<file path="src/rtl/tri_scan_sequencer.sv">
// Triangle rasterization controller: computes a screen-clamped bounding box, scans it
// in raster order against the point checker and streams out the inside pixels.
module tri_scan_sequencer #(
    parameter int SYS_BIT_WIDTH = 10,
    parameter int SCREEN_W      = 320,
    parameter int SCREEN_H      = 180,
    parameter int FIFO_DEPTH    = 16
) (
    input  logic                       clk_in,
    input  logic                       rst_n,
    input  logic                       tri_valid_in,
    output logic                       tri_ready_out,
    input  logic [6*SYS_BIT_WIDTH-1:0] tri_vertices_in,
    output logic [6*SYS_BIT_WIDTH-1:0] check_vertices_out,
    output logic                       check_valid_out,
    output logic [SYS_BIT_WIDTH-1:0]   check_x_out,
    output logic [SYS_BIT_WIDTH-1:0]   check_y_out,
    input  logic                       check_valid_in,
    input  logic                       check_inside_in,
    output logic                       frag_valid_out,
    input  logic                       frag_ready_in,
    output logic [SYS_BIT_WIDTH-1:0]   frag_x_out,
    output logic [SYS_BIT_WIDTH-1:0]   frag_y_out,
    output logic                       busy_out,
    output logic                       done_out,
    output logic [2*SYS_BIT_WIDTH-1:0] frag_count_out
);
    localparam int W  = SYS_BIT_WIDTH;
    localparam int AW = $clog2(FIFO_DEPTH);

    localparam logic [1:0] S_IDLE  = 2'd0;
    localparam logic [1:0] S_BBOX  = 2'd1;
    localparam logic [1:0] S_SCAN  = 2'd2;
    localparam logic [1:0] S_DRAIN = 2'd3;

    localparam logic [W-1:0]  X_LAST = W'(SCREEN_W - 1);
    localparam logic [W-1:0]  Y_LAST = W'(SCREEN_H - 1);
    localparam logic [AW:0]   FULL_OCC = (AW+1)'(FIFO_DEPTH);

    logic [1:0]     state;
    logic [6*W-1:0] vert_q;
    logic [W-1:0]   x, y, min_x_q, max_x_q, max_y_q;
    logic [AW:0]    wr_ptr, res_ptr, rd_ptr;
    logic [2*W-1:0] frag_count;
    logic           done_q;

    logic [W-1:0] fifo_x  [FIFO_DEPTH];
    logic [W-1:0] fifo_y  [FIFO_DEPTH];
    logic         fifo_in [FIFO_DEPTH];

    function automatic logic [W-1:0] min3(input logic [W-1:0] a, b, c);
        logic [W-1:0] m;
        m = (a < b) ? a : b;
        return (c < m) ? c : m;
    endfunction

    function automatic logic [W-1:0] max3(input logic [W-1:0] a, b, c);
        logic [W-1:0] m;
        m = (a > b) ? a : b;
        return (c > m) ? c : m;
    endfunction

    logic [W-1:0] ax, ay, bx, by, cx, cy;
    logic [W-1:0] bb_min_x, bb_min_y, bb_max_x, bb_max_y;
    logic         bb_off;

    always_comb begin
        ax = vert_q[6*W-1 -: W];
        ay = vert_q[5*W-1 -: W];
        bx = vert_q[4*W-1 -: W];
        by = vert_q[3*W-1 -: W];
        cx = vert_q[2*W-1 -: W];
        cy = vert_q[W-1 -: W];
        bb_min_x = min3(ax, bx, cx);
        bb_min_y = min3(ay, by, cy);
        bb_max_x = max3(ax, bx, cx);
        bb_max_y = max3(ay, by, cy);
        if (bb_max_x > X_LAST) bb_max_x = X_LAST;
        if (bb_max_y > Y_LAST) bb_max_y = Y_LAST;
        bb_off = (bb_min_x > X_LAST) || (bb_min_y > Y_LAST);
    end

    logic [AW:0] occupancy;
    logic        issue, res_wr, head_resolved, head_inside, pop, frag_fire, accept;

    always_comb begin
        occupancy     = wr_ptr - rd_ptr;
        accept        = (state == S_IDLE) && tri_valid_in;
        issue         = (state == S_SCAN) && (occupancy != FULL_OCC);
        res_wr        = check_valid_in && (res_ptr != wr_ptr);
        head_resolved = (rd_ptr != res_ptr);
        head_inside   = fifo_in[rd_ptr[AW-1:0]];
        frag_fire     = head_resolved && head_inside && frag_ready_in;
        // Outside heads retire on their own; inside heads wait for the consumer.
        pop           = head_resolved && (!head_inside || frag_ready_in);
    end

    always_ff @(posedge clk_in or negedge rst_n) begin
        if (!rst_n) begin
            state      <= S_IDLE;
            vert_q     <= '0;
            x          <= '0;
            y          <= '0;
            min_x_q    <= '0;
            max_x_q    <= '0;
            max_y_q    <= '0;
            wr_ptr     <= '0;
            res_ptr    <= '0;
            rd_ptr     <= '0;
            frag_count <= '0;
            done_q     <= 1'b0;
        end else begin
            done_q <= (state == S_DRAIN) && (occupancy == '0);
            case (state)
                S_IDLE: if (tri_valid_in) begin
                    vert_q <= tri_vertices_in;
                    state  <= S_BBOX;
                end
                S_BBOX: begin
                    min_x_q <= bb_min_x;
                    max_x_q <= bb_max_x;
                    max_y_q <= bb_max_y;
                    x       <= bb_min_x;
                    y       <= bb_min_y;
                    state   <= bb_off ? S_DRAIN : S_SCAN;
                end
                S_SCAN: if (issue) begin
                    if (x == max_x_q) begin
                        x <= min_x_q;
                        y <= y + 1'b1;
                        if (y == max_y_q) state <= S_DRAIN;
                    end else begin
                        x <= x + 1'b1;
                    end
                end
                default: if (occupancy == '0) state <= S_IDLE;
            endcase
            if (issue)  wr_ptr  <= wr_ptr + 1'b1;
            if (res_wr) res_ptr <= res_ptr + 1'b1;
            if (pop)    rd_ptr  <= rd_ptr + 1'b1;
            if (accept)         frag_count <= '0;
            else if (frag_fire) frag_count <= frag_count + 1'b1;
        end
    end

    // Entry storage needs no reset: pointers alone define which entries are live.
    always_ff @(posedge clk_in) begin
        if (issue) begin
            fifo_x[wr_ptr[AW-1:0]] <= x;
            fifo_y[wr_ptr[AW-1:0]] <= y;
        end
        if (res_wr) fifo_in[res_ptr[AW-1:0]] <= check_inside_in;
    end

    assign tri_ready_out      = (state == S_IDLE);
    assign busy_out           = (state != S_IDLE);
    assign done_out           = done_q;
    assign check_vertices_out = vert_q;
    assign check_valid_out    = issue;
    assign check_x_out        = x;
    assign check_y_out        = y;
    assign frag_valid_out     = head_resolved && head_inside;
    assign frag_x_out         = fifo_x[rd_ptr[AW-1:0]];
    assign frag_y_out         = fifo_y[rd_ptr[AW-1:0]];
    assign frag_count_out     = frag_count;
endmodule

</file>
<file path="config.mk">
export PLATFORM = sky130hd
export DESIGN_NAME = tri_scan_sequencer
export DESIGN_NICKNAME = d
export VERILOG_FILES = /design/src/rtl/tri_scan_sequencer.sv
export SDC_FILE = /design/constraint.sdc
export NUM_CORES = 1
export LEC_CHECK = 0
export CORE_MARGIN = 2
export CORE_UTILIZATION = 53
export DETAILED_ROUTE_END_ITERATION = 10
export HOLD_SLACK_MARGIN = 0.02
export PLACE_DENSITY = 0.82
export SYNTH_ARGS = -nofsm -noshare
export SYNTH_HDL_FRONTEND = slang
export SYNTH_SLANG_ARGS = --single-unit
</file>
<file path="constraint.sdc">
create_clock -name clk_in -period 4.7 [get_ports clk_in]
set_clock_uncertainty 0.1 [all_clocks]
set_input_delay 0.47 -clock clk_in [delete_from_list [all_inputs] [get_ports clk_in]]
set_output_delay 0.47 -clock clk_in [all_outputs]
set_load 0.01 [all_outputs]
</file>
# Yosys cells after proc, flatten, opt, wreduce, memory -nomap -nowiden
# Memories as Yosys holds them, arrays and structs flattened.
# Cells that the tools add are included.
# op_classes
reduce_logical,20
add_sub_neg,7
n_lt_le_gt_ge,12
eq_ne,12
muxes,29
# op_table
operator,n
10-bit 2-to-1 mux,14
10-bit > comparator,4
10-bit less-than comparator,4
20-bit 2-to-1 mux,2
10-bit case mux with 2 select lines,2
"10-bit by 1-bit adder with 10-bit output, second input constant",2
"20-bit by 1-bit adder with 20-bit output, second input constant",1
10-bit == test,2
"10-bit by 8-bit > comparator with 1-bit output, second input constant",2
"10-bit by 9-bit > comparator with 1-bit output, second input constant",2
"5-bit by 1-bit adder with 5-bit output, second input constant",3
2-bit 2-to-1 mux,5
5-bit != test,2
1-bit logical AND,7
2-bit case mux with 3 select lines,1
2-bit nonzero test,3
5-bit zero test,1
1-bit 2-to-1 mux,5
"5-bit != test, second input constant",1
5-bit AND reduction,1
5-bit subtractor,1
"2-bit == test, second input constant",2
"2-bit by 1-bit != test with 1-bit output, second input constant",2
"2-bit != test, second input constant",2
other kinds (7),9
# totals
ram_bits,336
memories,3
ff_bits,148
# mem_list
name,depth,width,rd,rd_clocked_by_memory_dff,write_ports,line,source
fifo_x,16,10,1,0,1,47,logic [W-1:0] fifo_x [FIFO_DEPTH];
fifo_y,16,10,1,0,1,48,logic [W-1:0] fifo_y [FIFO_DEPTH];
fifo_in,16,1,1,0,1,49,logic fifo_in [FIFO_DEPTH];

# Logic depth before layout (Yosys ltp)
# logic_depth
word_depth,8
ltp_mapped,19
ltp_nobuf,17

# Worst setup path before layout
# No wires, ideal clock.
# synth_path
kind,register -> register
start,reg rd_ptr[1]
end,"mem fifo_x[2][0] (netlist bit), enable pin"
path_stages_with_launch,15
synth_period_minus_slack_ns,4.934
arrival_ns,4.412
path_slack_ns,-0.234
path_cell_list,dfrtp_1 buf_2 clkbuf_1 clkbuf_1 inv_1 ha_1 nor2b_1 o211a_1 or3_1 nand3_1 nand2_2 inv_2 clkbuf_1 nand2_1 nor3_1
# synth_between
elab_chain_len,5
# synth_rtl
element,line,source
start: declaration,43,"logic [AW:0] wr_ptr, res_ptr, rd_ptr;"
start signal: assignment,140,if (pop) rd_ptr <= rd_ptr + 1'b1;
5-bit subtractor,87,occupancy = wr_ptr - rd_ptr;
5-bit != test,89,issue = (state == S_SCAN) && (occupancy != FULL_OCC);
1-bit logical AND,89,
net check_valid_out,15,"output logic check_valid_out,"
1-bit 2-to-1 mux,148,if (issue) begin
1-bit 2-to-1 mux (not written as such),149,fifo_x[wr_ptr[AW-1:0]] <= x;
end: declaration,47,
# The timed path passes the listed nets, and every way through them passes these cells.

# Worst setup path in the final report
# layout_path
start,reg vert_q[43] (netlist: check_vertices_out[43])
end,reg state[0]
# layout_between
elab_chain_len,8
# layout_rtl
element,line,source
start: declaration,41,logic [6*W-1:0] vert_q;
start signal: assignment,116,vert_q <= tri_vertices_in;
10-bit less-than comparator,53,m = (a < b) ? a : b;
10-bit 2-to-1 mux (*),53,
10-bit less-than comparator,54,return (c < m) ? c : m;
10-bit 2-to-1 mux (*),54,
10-bit by 8-bit > comparator with 1-bit output (*),80,bb_off = (bb_min_x > X_LAST) || (bb_min_y > Y_LAST);
1-bit logical OR (*),80,
1-bit 2-to-1 mux (*),125,state <= bb_off ? S_DRAIN : S_SCAN;
2-bit case mux with 3 select lines (*),114,case (state)
end signal: assignment,125,
end: declaration,40,logic [1:0] state;
# Mark *: on every way between the ends. The rest lies on a longest branch, timed or not.
# A chain may end at the register's enable or synchronous reset.

==> reports/metrics.cfg <==
[final_layout]
drive_gt1_frac=0.185
fill_cells=2866
final_cell_mix=336 x edfxtp_1, 189 x clkdlybuf4s50_1, 146 x dfrtp_1, 105 x nand2_1, 105 x mux4_2
area_growth_pct=20.7
layout.nets=1898
fin_cells=2327
seqCellArea_sq_mm=0.0138
multi_input_area_sq_mm=0.00795
final_common_cell=edfxtp_1

[power]
clkPwrFrac=0.185
switchingPower_mw=8.28
peakVddDrop_v=0.000594
switching_share=0.393
p_leak_nw=9.90
power_density_mw_per_mm2=789
comb_power_share=0.500
power.internal_mw=12.8
seq_power_share=0.314

[status]
run_status=completed

[synthesis]
synth_edf_count=336
ys_ff_latch=484
yosysWarnings=0
seq_area_frac_synth=0.623
synthArstFlopShare=0.306
syn_avg_cell_area_sq_um=14.7
synth_cells=1510
netlist-cell-type-count=65
syn_area_sq_mm=0.0221
yosys_most_used_dff=edfxtp_1
synth_nets=1654

[drt]
wl_per_cell_um=24.1
route.detailed.drc=0
vias=14000
viasPerCell=6.03
drtPass1Iterations=5
drt-total-wl_um=56100
antenna_left=0
drtIter0Drc=1240

[setup_path]
r2r-start=check_vertices_out[43]
path_common_cell=a21oi_1
cp.required_ns=5.04
critPathLaunchType=flop
critical_path.cell_chain=ha_1 > a21oi_1 > o21ai_0 > a2111oi_4 > buf_4 > nor2_1 > a21oi_1 > ha_1 > a21oi_1 > o21ai_0 > a221o_1 > or3_1 > o21bai_2 > mux2i_1 > and3_1 > a211oi_1
crit_type=flop to flop
crit_arrival_ns=4.84
critPathMaxFanout=10
critPathMaxStageDelay_ns=0.47
end_kind=flop
slowest_stage=dfrtp_1
worst-path-buf-inv=1
crit_path_start=check_vertices_out[43]
cp_top_family=compound AO/OA/AOI/OAI gates

[timing]
slew_violations=0
finalCriticalPeriod_ns=4.50
max_freq_mhz=222
hold_violations=0
fin_crit_sh=0.957
rsz0062_at_grt=no
relSlewSlack=0.330
worstMarginPinSlew_ns=1.01
tns_ns=0
setup_viol=0

[clock_tree]
clockBufferDepth=3
clk_latency_ns=0.60
cts.sinks=484
cts_inserted_buffers=48
clockRootBuffer=clkbuf_16
cts_tree=done
path_clk_slew_ns=0.06
htreeDepth=2

[grt]
grt_pass1_wl_um=87100
grt_pass1_vias=14500
grt_start_max_net_pins=75
grt-ovfl-total=0
grt_usage=0.263
antenna_found_initial=1

[hold_path]
min_path_type=primary input to flop
min_from=tri_vertices_in[12]

[floorplanning]
coreArea_sq_mm=0.0410
die_x_um=208
die_height_um=208
start_util=0.540
rows=74
dieArea_sq_mm=0.0434
io_pins=191

[placed_design]
place_inst=2231
place_congestion=0.945
dp_hpwl_um=36200
io_buffers=190

[run]
timing.max_cap.violations=0

-- power by group through the flow --
stage	sequential, mW	clock (mW)	combinational [mW]
2_1_floorplan	6.67	0	6.45
3_3_place_gp	6.61	0	9.92
3_5_place_dp	6.68	0	10.2
4_1_cts	6.61	3.97	10.4
5_1_grt	6.74	4.12	11.5
6_report	6.63	3.91	10.5
-- cell type report --
type | count | area share
Multi-Input combinational cell | 903 | 0.297
Clock buffer | 56 | 0.0476
Antenna cell | 1 | 0.0000937
Timing Repair Buffer | 256 | 0.0917
Tap cell | 532 | 0.0249
Inverter | 61 | 0.00857
Sequential cell | 484 | 0.517
Clock inverter | 34 | 0.0130
-- state kept, by name, summed over array words and instances, names as in the netlist --
signal,flops
fifo_y,160
fifo_x,160
check_vertices_out,60
frag_count_out,20
fifo_in,16
rd_ptr,5
state,2
wr_ptr,5
done_out,1
check_x_out,10
max_x_q,10
max_y_q,10
check_y_out,10
res_ptr,5
min_x_q,10
-- tightest hold or removal path, delay by kind of cell --
kind,cells,cell delay [ns]
compound gates,1,0.06
buf+inv,1,0.39
simple gates,1,0.05
-- Yosys cell counts (19+ instances only) --
master,count,area [sq um]
edfxtp_1,336,10100
dfrtp_1,148,3700
mux4_2,105,2360
nand2_1,105,394
nor2_1,99,372
o21ai_0,87,435
ha_1,78,976
a21oi_1,73,365
inv_1,59,221
clkbuf_1,44,165
mux2_2,44,495
xnor2_1,37,324
mux2i_1,33,330
xor2_1,23,201
nand3_1,20,100
and3_1,19,119
-- through the flow --
step | hold WS, ns | area (sq um) | setup WS, ns | power [mW] | util
floorplan | 0.0744 | 22200 | 0.148 | 13.1 | -
global placement | 0.364 | 25000 | 0.214 | 16.5 | 0.610
detailed placement | 0.375 | 25000 | 0.0858 | 16.9 | 0.610
CTS | 0.316 | 26700 | 0.0532 | 21.0 | 0.650
global route | 0.341 | 26700 | 0.00309 | 22.3 | 0.651
finish | 0.341 | 26700 | 0.203 | 21.1 | 0.651
-- timing repair --
action | 4_1_cts | 5_1_grt
resized for setup | 0 | 5
buffers inserted | 0 | 3
endpoints found under the hold margin | 72 | 0
endpoints found under the setup margin | 0 | 23
hold buffers | 1 | 0
-- cells by family (layout without fill, tap and decap cells) --
group / count (synthesis) / in the layout / share of synthesized area
compound gates: 250 / 251 / 0.0719
flops: 484 / 484 / 0.623
fa+ha+maj: 78 / 78 / 0.0441
simple gates: 332 / 332 / 0.0708
other cells: 0 / 1 / 0
buf+inv: 124 / 407 / 0.0223
xor+xnor: 60 / 60 / 0.0237
mux: 182 / 182 / 0.144
-- worst paths after layout --
check | endpoint | slack [ns] | depth (start not counted)
min in group asynchronous | check_vertices_out[1] | 0.38 | 2
max in group asynchronous | rd_ptr[1] | 3.08 | 3
min | check_vertices_out[12] | 0.34 | 3
max reg2reg | state[0] | 0.20 | 16
min reg2reg | min_x_q[6] | 0.39 | 2
max | state[0] | 0.20 | 16
-- layer usage --
layer,vias up,track usage,routed length [um]
met5,-,0,0
met3,107,0.0507,4260
met4,0,0.0918,1800
li1,6259,-,-
met1,7062,0.341,22300
met2,602,0.447,27800
No activity file was read; power rests on OpenSTA's default activity.
